==> src/rtl/uivtc_mw.sv <==
// Multi-window video timing generator: HS/VS/DE, pixel coordinates, frame-start pulse and
// NUM_WIN overlay-window DE strobes with per-frame shadowed window configuration.
module uivtc_mw #(
    parameter int CNT_W        = 12,
    parameter int NUM_WIN      = 2,
    parameter int H_ActiveSize = 1024,
    parameter int H_FrameSize  = 1344,
    parameter int H_SyncStart  = 1164,
    parameter int H_SyncEnd    = 1184,
    parameter int V_ActiveSize = 600,
    parameter int V_FrameSize  = 635,
    parameter int V_SyncStart  = 620,
    parameter int V_SyncEnd    = 623,
    parameter bit HS_POL       = 1'b1,
    parameter bit VS_POL       = 1'b1
) (
    input  logic                     I_vtc_clk,
    input  logic                     I_vtc_rst,
    input  logic                     I_vtc_en,
    input  logic [NUM_WIN*CNT_W-1:0] I_win_x,
    input  logic [NUM_WIN*CNT_W-1:0] I_win_y,
    input  logic [NUM_WIN*CNT_W-1:0] I_win_w,
    input  logic [NUM_WIN*CNT_W-1:0] I_win_h,
    output logic                     O_vtc_hs,
    output logic                     O_vtc_vs,
    output logic                     O_vtc_de,
    output logic [CNT_W-1:0]         O_vtc_x,
    output logic [CNT_W-1:0]         O_vtc_y,
    output logic                     O_vtc_fs,
    output logic [NUM_WIN-1:0]       O_win_de,
    output logic                     O_vtc_busy
);

    // state | meaning
    // IDLE  | counters held at 0, outputs at inactive levels
    // RUN   | generating timing, window shadow reloads at each frame end
    // STOP  | finishing the current frame, then IDLE (RUN again if re-enabled)
    typedef enum logic [1:0] {IDLE, RUN, STOP} state_t;

    state_t                   state, state_nxt;
    logic [CNT_W-1:0]         hcnt, vcnt;
    logic [NUM_WIN*CNT_W-1:0] sh_x, sh_y, sh_w, sh_h;
    logic                     active, last_px, h_last, shadow_load;
    logic                     hs_c, vs_c, de_c;
    logic [NUM_WIN-1:0]       win_c;

    assign active  = (state != IDLE);
    assign h_last  = (hcnt == CNT_W'(H_FrameSize - 1));
    assign last_px = h_last && (vcnt == CNT_W'(V_FrameSize - 1));

    always_comb begin
        state_nxt   = state;
        shadow_load = 1'b0;
        case (state)
            IDLE: begin
                if (I_vtc_en) begin
                    state_nxt   = RUN;
                    shadow_load = 1'b1;
                end
            end
            RUN: begin
                shadow_load = last_px;
                if (!I_vtc_en) state_nxt = STOP;
            end
            STOP: begin
                if (I_vtc_en)     state_nxt = RUN;
                else if (last_px) state_nxt = IDLE;
            end
            default: state_nxt = IDLE;
        endcase
    end

    assign hs_c = (hcnt >= CNT_W'(H_SyncStart)) && (hcnt < CNT_W'(H_SyncEnd));
    assign vs_c = (vcnt >= CNT_W'(V_SyncStart)) && (vcnt < CNT_W'(V_SyncEnd));
    assign de_c = (hcnt < CNT_W'(H_ActiveSize)) && (vcnt < CNT_W'(V_ActiveSize));

    // Window edges are extended by one bit so x+w / y+h cannot wrap.
    for (genvar g = 0; g < NUM_WIN; g++) begin : g_win
        logic [CNT_W:0] x_lo, x_hi, y_lo, y_hi, hc, vc;
        assign x_lo     = {1'b0, sh_x[g*CNT_W +: CNT_W]};
        assign y_lo     = {1'b0, sh_y[g*CNT_W +: CNT_W]};
        assign x_hi     = x_lo + {1'b0, sh_w[g*CNT_W +: CNT_W]};
        assign y_hi     = y_lo + {1'b0, sh_h[g*CNT_W +: CNT_W]};
        assign hc       = {1'b0, hcnt};
        assign vc       = {1'b0, vcnt};
        assign win_c[g] = de_c && (hc >= x_lo) && (hc < x_hi) && (vc >= y_lo) && (vc < y_hi);
    end

    always_ff @(posedge I_vtc_clk) begin
        if (I_vtc_rst) begin
            state      <= IDLE;
            hcnt       <= '0;
            vcnt       <= '0;
            sh_x       <= '0;
            sh_y       <= '0;
            sh_w       <= '0;
            sh_h       <= '0;
            O_vtc_hs   <= ~HS_POL;
            O_vtc_vs   <= ~VS_POL;
            O_vtc_de   <= 1'b0;
            O_vtc_x    <= '0;
            O_vtc_y    <= '0;
            O_vtc_fs   <= 1'b0;
            O_win_de   <= '0;
            O_vtc_busy <= 1'b0;
        end else begin
            state <= state_nxt;
            if (shadow_load) begin
                sh_x <= I_win_x;
                sh_y <= I_win_y;
                sh_w <= I_win_w;
                sh_h <= I_win_h;
            end
            if (active) begin
                hcnt <= h_last ? '0 : hcnt + 1'b1;
                if (h_last) vcnt <= last_px ? '0 : vcnt + 1'b1;
            end else begin
                hcnt <= '0;
                vcnt <= '0;
            end
            // Outputs carry the decode of the counters as they were before this edge.
            if (active) begin
                O_vtc_hs   <= hs_c ? HS_POL : ~HS_POL;
                O_vtc_vs   <= vs_c ? VS_POL : ~VS_POL;
                O_vtc_de   <= de_c;
                O_vtc_x    <= hcnt;
                O_vtc_y    <= vcnt;
                O_vtc_fs   <= (hcnt == '0) && (vcnt == '0);
                O_win_de   <= win_c;
                O_vtc_busy <= 1'b1;
            end else begin
                O_vtc_hs   <= ~HS_POL;
                O_vtc_vs   <= ~VS_POL;
                O_vtc_de   <= 1'b0;
                O_vtc_x    <= '0;
                O_vtc_y    <= '0;
                O_vtc_fs   <= 1'b0;
                O_win_de   <= '0;
                O_vtc_busy <= 1'b0;
            end
        end
    end

endmodule

==> config.mk <==
export PLATFORM = sky130hd
export DESIGN_NAME = uivtc_mw
export DESIGN_NICKNAME = d
export VERILOG_FILES = /design/src/rtl/uivtc_mw.sv
export SDC_FILE = /design/constraint.sdc
export NUM_CORES = 1
export LEC_CHECK = 0
export ABC_CLOCK_PERIOD_IN_PS = 3850
export CAP_MARGIN = 30
export CORE_UTILIZATION = 56
export DETAILED_ROUTE_END_ITERATION = 8
export PLACE_DENSITY = 0.92
export SYNTH_ARGS = -nofsm -noshare
export SYNTH_HDL_FRONTEND = slang
export SYNTH_SLANG_ARGS = --single-unit
export TNS_END_PERCENT = 1
==> constraint.sdc <==
create_clock -name I_vtc_clk -period 3.85 [get_ports I_vtc_clk]
set_clock_uncertainty 0.15 [all_clocks]
set_input_delay 0.77 -clock I_vtc_clk [delete_from_list [all_inputs] [get_ports I_vtc_clk]]
set_output_delay 0.77 -clock I_vtc_clk [all_outputs]
set_load 0.01 [all_outputs]
**Word-level counts from Yosys, hierarchy flattened**

Index checks and enable logic that the tools add are counted.

- Bits of input ports: 99
- Word-level logic and storage cells: 74
- Output and inout bits: 31
- Flip-flop bits (word level): 153

- Bitwise logic cells: 1
- Reduce and logical (&&, ||, !) cells: 20
- $lt $le $gt $ge: 14
- Add/sub/neg operators: 6
- Mux-type cells: 11
- Eq/ne operators: 7

Operators by type and width:

| operator | count |
|---|---|
| adder 12 x 12 -> 13 bit | 4 |
| less-than comparator 12 x 13 -> 1 bit | 4 |
| >= comparator 12 bit | 4 |
| adder 12 x 1 -> 12 bit (second input constant) | 2 |
| logical NOT 12 bit | 2 |
| less-than comparator 12 x 10 -> 1 bit (second input constant) | 2 |
| less-than comparator 12 x 11 -> 1 bit (second input constant) | 2 |
| logical AND 1 bit | 13 |
| == test 12 x 10 -> 1 bit (second input constant) | 1 |
| == test 12 x 11 -> 1 bit (second input constant) | 1 |
| >= comparator 12 x 10 -> 1 bit (second input constant) | 1 |
| >= comparator 12 x 11 -> 1 bit (second input constant) | 1 |
| 2-to-1 mux 12 bit | 1 |
| 2-to-1 mux 2 bit | 4 |
| case mux 2 bit (3 select lines) | 1 |
| 2-to-1 mux 1 bit | 4 |
| inequality test 2 bit (second input constant) | 2 |
| inequality test 3 bit (second input constant) | 1 |
| AND reduction 3 bit | 1 |
| OR reduction 3 bit | 1 |
| == test 2 x 1 -> 1 bit (second input constant) | 1 |
| == test 2 bit (second input constant) | 1 |
| logical NOT 2 bit | 1 |
| case mux 1 bit (2 select lines) | 1 |
| other kinds (3) | 3 |

**Logic depth before layout (Yosys ltp)**

- Depth after elaboration: 6
- Depth in mapped cells: 16
- Mapped depth without buffers: 16

**Worst setup path after synthesis**

OpenSTA, ideal clock, no wires.

- Path type: register -> register
- Start point: reg sh_y[0]
- End point: reg O_win_de[0]
- Library setup time: 60 ps
- Buffers on the path: 0
- Data arrival time: 2882 ps
- Slack: 758 ps
- Cell stages (with the launch flop): 17
- Period minus slack after synthesis: 3092 ps
- Data required time: 3640 ps
- Cells stage by stage: dfxtp_1 ha_1 inv_1 fa_1 nor2b_1 o21ai_0 nand2_1 o21a_1 o31ai_1 xor2_1 ha_1 a22o_1 nor4_1 o221ai_1 o221ai_1 o21bai_1 o2111a_1

- Cells in the longest elaborated chain, start to end: 3
- Elaborated cells on any way between the ends: 5
- Classes of those cells: add/sub: 1; order compare: 2; reduce/logical: 2

RTL lines:

| what | RTL line | RTL |
|---|---|---|
| from (decl) | 42 | `logic [NUM_WIN*CNT_W-1:0] sh_x, sh_y, sh_w, sh_h;` |
| from (signal assigned) | 110 | `sh_y <= I_win_y;` |
| adder 12 x 12 -> 13 bit / >= comparator 12 bit (equally long branches) | 83, 86 |  |
| less-than comparator 12 x 13 -> 1 bit / logical AND 1 bit (equally long branches) | 86 | `assign win_c[g] = de_c && (hc >= x_lo) && (hc < x_hi) && (vc >= y_lo) && (vc < y_hi);` |
| logical AND 1 bit (*) | 86 |  |
| to (signal assigned) | 129 | `O_win_de <= win_c;` |
| to (decl) | 30 | `output logic [NUM_WIN-1:0] O_win_de,` |

Mark *: on every way between the ends. The rest lies on a longest branch, timed or not.
A chain may end at the register's enable or synchronous reset.

**Worst setup path after layout**

Same ends and word-level chain as after synthesis.

==> out/metrics.cfg <==
[synthesis]
yosys_warnings = 0
async_flop_share_pct = 0
syn_inst = 1161
syn-num-nets = 1409
synth_cell_types = 52
synth_seq_area_share_pct = 32.2
yosys_register_bits = 153
synth_area_sq_mm = 0.00950
synth-edff-count = 0
syn_area_per_cell_sq_um = 8.19
synth-main-ff-cell = dfxtp_1

[job]
maxCapViolations = 0

[setup_path]
worstSetupPathType = flop to flop
cpPeakStageDelay_ns = 0.33
arrival_ns = 3.74
worstSetupEndpointType = flop
critPathLaunchType = flop
worstPathRequired_ns = 4.07
cp_max_fo = 3
crit_chain = ha_1 -> inv_1 -> fa_1 -> nor2b_1 -> o21ai_0 -> nand2_1 -> o21a_1 -> o31ai_1 -> xor2_1 -> ha_1 -> a22o_1 -> nor4_1 -> o221ai_1 -> o221ai_1 -> o21bai_1 -> o2111a_1
slowest_stage = dfxtp_1

[cts]
post_cts_resized = 0
clock_latency_ns = 0.43
hold_buffers = 0
numCtsBuffers = 17
clkTransAtPathRegs_ns = 0.06
clockBufferDepth = 2
htreeDepth = 4
cts_root_buffer = clkbuf_16
cts_tree = done
post_cts_buffers = 0
cts_sinks = 153

[place]
hpwlAfterDp_um = 17500
gp_congestion = 0.863
post-place-ws_ns = 0.444
io_buffers = 129

[route]
antenna_left = 0
drt-wirelength-per-cell_um = 15.9
viasPerCell = 5.75
totalWireLength_um = 24100
vias = 8676
drt-initial-drc-count = 679
route.detailed.drc = 0
drtPass1Iterations = 5

[sta]
rsz0062_at_grt = false
worst_pin_slew_ns = 0.954
fmax_ghz = 0.285
setup_viol_count_final = 0
fin_crit_sh_pct = 91.3
slew_headroom_pct = 34.8
finalCriticalPeriod_ns = 3.51
hold_violations = 0
fin_ws_ns = 0.336
slew_viol_final = 0
fin_setup_tns_ns = 0

[power]
power_leakage_nw = 4.93
power_density_mw_per_mm2 = 347
ir_drop_uv = 339

[floorplanning]
initial_core_util_pct = 57.3
core_region_area_sq_mm = 0.0166
die_x_um = 132
dieHeight_um = 132
rows = 47
ioPinCount = 130
dieArea_sq_mm = 0.0175

[hold_path]
hp-class = flop to flop

[cells_and_area]
fillCellCount = 1279
syn2layout_area_growth_pct = 21.1
final_cell_mix = 231 x nand2_1, 153 x dfxtp_1, 145 x ha_1, 143 x a21oi_1, 128 x clkdlybuf4s50_1
drive_gt1_share_pct = 3.41
utilization_pct = 69.4
layout_commonest_cell = nand2_1
nNetsFinal = 1527

[grt]
grt_antenna_before_repair = 1
grt_pass1_wl_um = 39800
grtUsageTotal_pct = 28.1
first_global_vias = 8542
globalRoute.totalOverflow = 0
grt_max_degree = 98

[run_status]
outcome = complete, no violations

-- sequential cells by signal, summed over array words and instances, names as in the netlist --
| register | count |
|---|---|
| sh_y | 24 |
| O_vtc_busy | 1 |
| O_vtc_x | 12 |
| O_vtc_fs | 1 |
| sh_h | 24 |
| hcnt | 12 |
| sh_w | 24 |
| O_vtc_y | 12 |
| O_win_de | 2 |
| vcnt | 12 |
| O_vtc_vs | 1 |
| O_vtc_hs | 1 |
| sh_x | 24 |
| O_vtc_de | 1 |
| state | 2 |
-- cells by family (layout without fill, tap and decap cells) --
logic type                 after synthesis  count (layout)  share of synthesized area (%)
and+or+nand+nor                        420             420                           20.1
AOI/OAI and AO/OA                      270             270                           17.0
DFF                                    153             153                           32.2
adders and majority gates              149             149                           19.9
buffers and inverters                  110             238                           5.24
xor gates and xnor gates                59              59                           5.44
other                                    0               1                              0
-- path summary, 6_finish.rpt --
check | endpoint | slack [ns] | startpoint | cells after the start
worst max-delay path | O_win_de[0] | 0.34 | sh_y[0] | 16
worst min-delay path | sh_h[18] | 0.31 | sh_h[18] | 2
worst max register to register | O_win_de[0] | 0.34 | sh_y[0] | 16
worst min register to register | sh_h[18] | 0.31 | sh_h[18] | 2
-- final cells by class --
class | instances | area (sq um) | area share, %
clock buffers | 21 | 450 | 3.91
repair buffers | 139 | 1380 | 12.0
diodes | 1 | 2.50 | 0.0217
multi-input cells | 898 | 5950 | 51.7
inverters | 70 | 263 | 2.28
well taps | 220 | 275 | 2.39
clock inverters | 8 | 124 | 1.08
flip-flops and latches | 153 | 3060 | 26.6
-- worst max-delay path: cells and delay by family, from the launching register on --
family | cells | cell delay [ns]
flip-flops | 1 | 0.33
XOR/XNOR | 1 | 0.18
AND/OR/NAND/NOR | 3 | 0.39
AO/OA/AOI/OAI | 8 | 1.61
buffers and inverters | 1 | 0.07
adder cells (fa/ha/maj) | 3 | 0.70
-- synthesized netlist by cell type, types with 3 or more instances --
cell,number,area share (%)
a2111oi_0,3,0.28
a211oi_1,10,0.79
a21o_1,25,2.0
a21oi_1,143,7.5
a311o_1,3,0.32
a31oi_1,7,0.46
and2_1,21,1.4
and3_1,7,0.46
and4_1,5,0.46
buf_2,8,0.42
buf_6,10,1.2
clkbuf_1,22,0.87
dfxtp_1,153,32
fa_1,4,0.84
ha_1,145,19
inv_1,70,2.8
nand2_1,231,9.1
nand2b_1,20,1.3
nand3_1,20,1.1
nand4_1,15,0.99
nor2_1,58,2.3
nor2b_1,8,0.53
nor3_1,12,0.63
nor4_1,6,0.40
o211ai_1,8,0.63
o21a_1,13,1.0
o21ai_0,31,1.6
o21bai_1,5,0.40
o311a_1,3,0.32
o31ai_1,3,0.24
or2_2,4,0.26
or3_1,4,0.26
xnor2_1,18,1.7
xor2_1,41,3.8
-- metal layers --
layer  global-route usage [%]  share of wire, %  vias to the layer above  wire [um]
li1                         -                 -                     4251          -
met1                     34.7                43                     4030      10300
met2                     47.2                47                      330      11300
met3                     5.31               6.9                       65       1660
met4                     13.0               3.1                        0        748
met5                        0                 0                        -          0
-- stage by stage --
| step | hold WS [ns] | area, sq um | std cells | total power [mW] |
|---|---|---|---|---|
| 6_report | 0.307 | 11500 | 1510 | 4.00 |
| 5_1_grt | 0.325 | 11500 | 1509 | 4.16 |
| 4_1_cts | 0.309 | 11500 | 1508 | 3.99 |
| 3_5_place_dp | 0.301 | 10900 | 1479 | 2.36 |
| 3_3_place_gp | 0.296 | 10900 | 1479 | 2.33 |
| 2_1_floorplan | 0.290 | 9500 | 1161 | 2.14 |
-- report_power, final --
part | switching, mW | internal, mW
Sequential | 0.0526 | 1.65
Clock | 0.626 | 1.02
Combinational | 0.344 | 0.302
Total | 1.02 | 2.97
No activity file was read; power rests on OpenSTA's default activity.
